**src/rtl/mem_load_unit_pkg.sv**
```systemverilog
// mem_load_unit_pkg: shared width codes, FSM states and alignment check for the load path
package mem_load_unit_pkg;

    localparam logic [1:0] WIDTH_WORD = 2'b00;
    localparam logic [1:0] WIDTH_HALF = 2'b01;
    localparam logic [1:0] WIDTH_BYTE = 2'b10;
    localparam logic [1:0] WIDTH_ILL  = 2'b11;

    typedef enum logic [1:0] {
        S_IDLE = 2'b00,
        S_WAIT = 2'b01,
        S_DONE = 2'b10
    } state_t;

    function automatic logic is_misaligned(input logic [1:0] width, input logic [1:0] off);
        return (width == WIDTH_WORD && off != 2'b00) ||
               (width == WIDTH_HALF && off[0]) ||
               (width == WIDTH_ILL);
    endfunction

endpackage

```
**src/rtl/mem_load_unit_extract.sv**
```systemverilog
// mem_load_unit_extract: selects the addressed lane of a read word and sign/zero-extends it
module mem_load_unit_extract
    import mem_load_unit_pkg::*;
(
    input  logic [1:0]  i_width,
    input  logic        i_signed,
    input  logic [1:0]  i_off,
    input  logic [31:0] i_rdata,
    output logic [31:0] o_data
);

    logic [15:0] w_half;
    logic [7:0]  w_byte;

    assign w_half = i_off[1] ? i_rdata[31:16] : i_rdata[15:0];
    assign w_byte = i_off[1] ? (i_off[0] ? i_rdata[31:24] : i_rdata[23:16])
                             : (i_off[0] ? i_rdata[15:8]  : i_rdata[7:0]);
    assign o_data = (i_width == WIDTH_HALF) ? {{16{i_signed & w_half[15]}}, w_half} :
                    (i_width == WIDTH_BYTE) ? {{24{i_signed & w_byte[7]}}, w_byte} :
                    i_rdata;

endmodule

```
**src/rtl/mem_load_unit.sv**
```systemverilog
// mem_load_unit: issues one aligned bus read per load, waits for ack or timeout, returns extended data
module mem_load_unit
    import mem_load_unit_pkg::*;
#(
    parameter int TIMEOUT_CYCLES = 256,
    parameter int CNT_W          = 8
) (
    input  logic        i_clk,
    input  logic        i_reset_n,
    input  logic        i_ld_valid,
    input  logic [1:0]  i_ld_width,
    input  logic        i_ld_signed,
    input  logic [31:0] i_ld_addr,
    output logic        o_bus_req,
    output logic [31:0] o_bus_addr,
    input  logic        i_bus_ack,
    input  logic [31:0] i_bus_rdata,
    output logic        o_ld_busy,
    output logic        o_ld_done,
    output logic [31:0] o_ld_data,
    output logic        o_ld_adel,
    output logic        o_ld_buserr
);

    state_t             r_state, w_state;
    logic               r_bus_req, w_bus_req;
    logic [31:0]        r_bus_addr, w_bus_addr;
    logic               r_busy, w_busy;
    logic               r_done, w_done;
    logic [31:0]        r_data, w_data;
    logic               r_adel, w_adel;
    logic               r_buserr, w_buserr;
    logic [1:0]         r_width, w_width;
    logic               r_signed, w_signed;
    logic [1:0]         r_off, w_off;
    logic [CNT_W-1:0]   r_timer, w_timer;
    logic [31:0]        w_ext;

    mem_load_unit_extract u_extract (
        .i_width  (r_width),
        .i_signed (r_signed),
        .i_off    (r_off),
        .i_rdata  (i_bus_rdata),
        .o_data   (w_ext)
    );

    // state and every output come straight from flops
    always_ff @(posedge i_clk or negedge i_reset_n) begin
        if (!i_reset_n) begin
            r_state    <= S_IDLE;
            r_bus_req  <= 1'b0;
            r_bus_addr <= 32'h0;
            r_busy     <= 1'b0;
            r_done     <= 1'b0;
            r_data     <= 32'h0;
            r_adel     <= 1'b0;
            r_buserr   <= 1'b0;
            r_width    <= WIDTH_WORD;
            r_signed   <= 1'b0;
            r_off      <= 2'b00;
            r_timer    <= '0;
        end else begin
            r_state    <= w_state;
            r_bus_req  <= w_bus_req;
            r_bus_addr <= w_bus_addr;
            r_busy     <= w_busy;
            r_done     <= w_done;
            r_data     <= w_data;
            r_adel     <= w_adel;
            r_buserr   <= w_buserr;
            r_width    <= w_width;
            r_signed   <= w_signed;
            r_off      <= w_off;
            r_timer    <= w_timer;
        end
    end

    // next state; completion flags default low so they last only the DONE cycle
    always_comb begin
        w_state    = r_state;
        w_bus_req  = r_bus_req;
        w_bus_addr = r_bus_addr;
        w_done     = 1'b0;
        w_data     = r_data;
        w_adel     = 1'b0;
        w_buserr   = 1'b0;
        w_width    = r_width;
        w_signed   = r_signed;
        w_off      = r_off;
        w_timer    = r_timer;
        case (r_state)
            S_IDLE: begin
                if (i_ld_valid) begin
                    if (is_misaligned(i_ld_width, i_ld_addr[1:0])) begin
                        w_state = S_DONE;
                        w_done  = 1'b1;
                        w_adel  = 1'b1;
                    end else begin
                        w_state    = S_WAIT;
                        w_bus_req  = 1'b1;
                        w_bus_addr = {i_ld_addr[31:2], 2'b00};
                        w_width    = i_ld_width;
                        w_signed   = i_ld_signed;
                        w_off      = i_ld_addr[1:0];
                        w_timer    = '0;
                    end
                end
            end
            S_WAIT: begin
                if (i_bus_ack) begin
                    w_state   = S_DONE;
                    w_bus_req = 1'b0;
                    w_done    = 1'b1;
                    w_data    = w_ext;
                end else if (r_timer == CNT_W'(TIMEOUT_CYCLES - 1)) begin
                    w_state   = S_DONE;
                    w_bus_req = 1'b0;
                    w_done    = 1'b1;
                    w_buserr  = 1'b1;
                    w_data    = 32'h0;
                end else begin
                    w_timer = r_timer + CNT_W'(1);
                end
            end
            S_DONE:  w_state = S_IDLE;
            default: w_state = S_IDLE;
        endcase
        w_busy = (w_state != S_IDLE);
    end

    assign o_bus_req   = r_bus_req;
    assign o_bus_addr  = r_bus_addr;
    assign o_ld_busy   = r_busy;
    assign o_ld_done   = r_done;
    assign o_ld_data   = r_data;
    assign o_ld_adel   = r_adel;
    assign o_ld_buserr = r_buserr;

endmodule

```
**config.mk**
```make
export PLATFORM = sky130hd
export DESIGN_NAME = mem_load_unit
export DESIGN_NICKNAME = d
export VERILOG_FILES = /design/src/rtl/mem_load_unit_pkg.sv /design/src/rtl/mem_load_unit_extract.sv /design/src/rtl/mem_load_unit.sv
export SDC_FILE = /design/constraint.sdc
export NUM_CORES = 1
export LEC_CHECK = 0
export BUFFER_PORTS_ARGS = -buffer_cell sky130_fd_sc_hd__buf_2
export CORE_MARGIN = 2
export CORE_UTILIZATION = 49
export DETAILED_ROUTE_END_ITERATION = 6
export PLACE_DENSITY = 0.83
export SETUP_SLACK_MARGIN = 0.5
export SYNTH_ARGS = -nofsm -noshare
export SYNTH_HDL_FRONTEND = slang
export SYNTH_SLANG_ARGS = --single-unit
```
**constraint.sdc**
```tcl
create_clock -name i_clk -period 2.1 [get_ports i_clk]
set_clock_uncertainty 0.2 [all_clocks]
set_input_delay 0.21 -clock i_clk [delete_from_list [all_inputs] [get_ports i_clk]]
set_output_delay 0.21 -clock i_clk [all_outputs]
set_load 0.01 [all_outputs]
```
==> summary.md <==
| Metric | Value |
|---|---|
| Inst Count DP | `536` |
| Total chip power | `7.47 mW` |
| Clock sinks | `82` |
| Peak VDD IR | `0.624 mV` |
| Initial Utilization | `51.3%` |
| FFs w/ async S/R, synth | `100%` |
| Period minus WS final | `1.85 ns` |
| Drt initial violations | `241` |
| Die Span Y | `91.6 µm` |
| Worst path cell trace | `mux4_2 > a21oi_2 > or2_4 > o2bb2ai_2` |
| Vias after detailed routing | `3,808` |
| DRT met1 WL | `4.92 mm` |
| Via density | `5.86` |
| Max stage delay on crit path | `0.61 ns` |
| Worst-skew pair later-pin latency | `0.36 ns` |
| Finished Layout Cells | `650` |
| Slew HR | `61.5%` |
| Worst R2R End | `o_ld_data[10]$_DFFE_PN0P_` |
| RD Place Congestion | `0.820` |
| # setup viols final | `0` |
| Top cells by area, synth | `dfrtp_1, mux2_2, o2bb2ai_1, mux2i_1, a21oi_1` |
| Critical-path top delay cell | `mux4_2` |
| IO Count | `140` |
| GR Overflow Total | `0` |
| Met2 Wirelength | `7.18 mm` |
| Syn Area/Cell | `12.2 µm²` |
| Hold path depth | `3` |
| Avg WL per Cell | `21.2 µm` |
| Final Cell Area | `0.00622 mm²` |
| Top routing layer used | `met4` |
| Largest net degree at the start of global routing | `47` |
| GRT Util Overall | `31.5%` |
| Diodes inserted | `0` |
| # fillers | `333` |
| Flops & latches, synth | `82` |
| Cell taking the most area after synthesis | `dfrtp_1` |
| # nets final | `618` |
| Period Utilization, post-route | `88.3%` |
| Clock share of power | `17.9%` |
| Combinational Power Share | `46.8%` |
| Post-Route WL | `13.8 mm` |
| Least-Margin Pin Slew | `0.578 ns` |
| Fin Setup TNS | `0 ns` |
| Seq/Total Area, Yosys | `54.6%` |
| Reg2reg setup slack | `0.25 ns` |
| H-tree depth | `3` |
| Final slew viol count | `0` |
| CP arrival | `1.91 ns` |
| Initial antenna violation count | `0` |
| Min-Delay Path Class | `in2reg` |
| Int Power | `4.68 mW` |
| Switching share of power | `37.3%` |
| FF-to-FF Start | `r_off[1]$_DFFE_PN0P_` |
| FP Rows | `31` |
| First-pass GRT wire length | `20.4 mm` |
| P_leak | `2.93 nW` |
| Setup slack after layout | `0.245 ns` |
| Min-delay src | `i_bus_rdata[27]` |
| Post-synth EDFFs | `0` |
| Total Die Area | `0.00839 mm²` |
| DRT Pass-1 Iters | `5` |
| # DRC | `0` |
| Core Region | `0.00733 mm²` |
| Worst r2r path cells | `4` |
| Worst-path clk slew | `0.09 ns` |
| Startpoint type of the worst setup path | `flip-flop` |
| Critical path capture point type | `flip-flop` |
| Cell area after synthesis | `0.00376 mm²` |
| PD cells | `1200 mW/mm²` |
| Num CTS Buffers | `9` |
| Psw | `2.78 mW` |
| Max frequency | `0.539 GHz` |
| MaxCap Viol Count | `0` |
| Hold Path Sink | `o_ld_data[27]$_DFFE_PN0P_` |
| Crit Path Class | `reg2reg` |
| Met3 Wirelength | `1.01 mm` |
| CTS Buffer Depth | `2` |
| Cell variety after synth | `50` |
| Yosys top cell area share | `54.6%` |
| RSZ-0062 raised after global routing | `true` |
| Area post-placement | `0.00473 mm²` |
| TritonCTS clock tree | `built` |
| Ys flop type | `dfrtp_1` |
| Worst-path fanout max | `7` |
| Share of layout cells above drive strength 1 | `53.0%` |
| Hpwl dp | `7.18 mm` |
| Share of power burned in registers | `35.3%` |
| Final Hold Vio Count | `0` |
| WP data required | `2.15 ns` |
| PortBufs | `137` |
| ANT nets after route | `0` |
| Ys Warns | `0` |
| CTS root buffer | `clkbuf_8` |
| Die W | `91.6 µm` |
| Gate Count Post-Synth | `307` |
| Via count of the first global-routing pass | `3,945` |
| Pre-CTS setup slack | `0.0847 ns` |
| Status | `complete, no violations` |
| P&R area growth vs syn | `65.4%` |
[power by group through the flow]
stage	logic, mW	clock network, mW	registers [mW]
detailed placement	2.68	0	2.55
global route	3.70	1.42	2.70
finish	3.49	1.34	2.63
global placement	2.57	0	2.54
CTS	3.06	1.32	2.55
floorplan	1.51	0	2.75
[logic make-up (layout without fill, tap and decap cells)]
| family | Yosys count | in the layout | synth area share (%) |
|---|---|---|---|
| adder cells (fa/ha/maj) | 1 | 1 | 0.333 |
| XOR/XNOR | 3 | 3 | 0.899 |
| AO/OA/AOI/OAI | 94 | 94 | 18.7 |
| buffers and inverters | 25 | 268 | 3.96 |
| other | 1 | 2 | 0.0997 |
| flip-flops | 82 | 82 | 54.6 |
| AND/OR/NAND/NOR | 55 | 55 | 7.65 |
| multiplexers | 46 | 46 | 13.7 |
[flip-flops by register name, indices dropped and copies added, names as in the netlist, 2 cells and up]
signal and count:
r_width 2, r_state 2, r_timer 8, o_ld_data 32
o_bus_addr 30, r_off 2
[layout make-up]
type | count | area [µm²] | share of cell area, %
flip-flops and latches | 82 | 2050 | 33.0
clock buffers | 11 | 141 | 2.27
repair buffers | 248 | 1840 | 29.7
well taps | 99 | 124 | 1.99
inverters | 4 | 18.8 | 0.302
multi-input cells | 201 | 1950 | 31.4
clock inverters | 5 | 85.1 | 1.37
[cell usage in the layout, fill, tap and decap left out, types with 3 or more instances in the layout]
cell type / instances
mux2_4: 31
nor2_1: 7
a21oi_1: 17
o22a_1: 7
clkbuf_8: 10
o21ai_0: 4
mux2_2: 4
o2bb2ai_2: 12
inv_1: 3
nand2b_1: 3
buf_6: 10
buf_4: 34
o21ai_4: 4
dfrtp_1: 81
nor2_2: 5
mux2i_1: 10
o221ai_1: 6
dlygate4sd3_1: 57
nand4_1: 3
o22ai_1: 7
buf_12: 7
buf_2: 136
nand2_1: 10
o2bb2ai_1: 16
nand2_2: 3
[cells in the mapped netlist (2+ instances only)]
master,instances
nand2b_1,3
o22a_1,7
dfrtp_1,82
mux2_2,33
buf_2,10
o221ai_1,6
nand4_1,3
nand3_1,3
mux2i_1,10
and2_1,2
a311oi_1,2
nand3b_1,2
inv_1,4
o21bai_1,2
clkbuf_1,2
and3_1,2
a21oi_1,18
o22ai_1,8
o2bb2ai_1,30
o21ai_0,7
xor2_1,2
o21ai_1,2
nor2_1,14
nand2_1,13
a21o_1,2
o211ai_1,2
buf_4,5
buf_6,3
nor2b_1,5
a31oi_1,2
mux2_1,2
[how the worst max path moves through the flow]
stage / from / endpoint / slack [ns] / cells past startpoint
6_report: r_off[1]$_DFFE_PN0P_ / o_ld_data[10]$_DFFE_PN0P_ / 0.25 / 4
5_1_grt: r_off[1]$_DFFE_PN0P_ / o_ld_data[14]$_DFFE_PN0P_ / 0.23 / 4
4_1_cts: r_state[1]$_DFF_PN0_ / r_signed$_DFFE_PN0P_ / 0.32 / 6
3_5_place_dp: r_width[0]$_DFFE_PN0P_ / o_ld_data[27]$_DFFE_PN0P_ / 0.08 / 4
3_3_place_gp: r_width[0]$_DFFE_PN0P_ / o_ld_data[23]$_DFFE_PN0P_ / 0.20 / 4
2_1_floorplan: r_off[1]$_DFFE_PN0P_ / o_ld_data[10]$_DFFE_PN0P_ / 0.37 / 6
[critical path: cells and delay by family, from the launching register on]
| kind | cells | cell delay [ns] |
|---|---|---|
| compound gates | 2 | 0.28 |
| flops | 1 | 0.42 |
| mux | 1 | 0.61 |
| simple gates | 1 | 0.24 |
[what timing repair did]
action,in CTS,in global routing
gates cloned,4,1
setup buffers,20,16
pin swaps,18,14
endpoints found under the hold margin,102,0
setup endpoints to repair,69,75
gates resized for setup,40,35
hold buffers,57,0
[per-layer routing]
layer	vias to the layer above	GRT usage, %
met4	0	14.1
met3	58	5.64
met2	248	56.4
met5	-	0
li1	1632	-
met1	1870	36.7
[through the flow]
stage	utilization, %	hold WS [ns]
after global placement	64.5	0.0402
after detailed placement	64.5	0.0435
final	84.8	0.0142
after CTS	80.7	0.00266
after floorplan	-	-0.286
after global routing	84.8	0.0182
(Power assumes the default switching activity.)
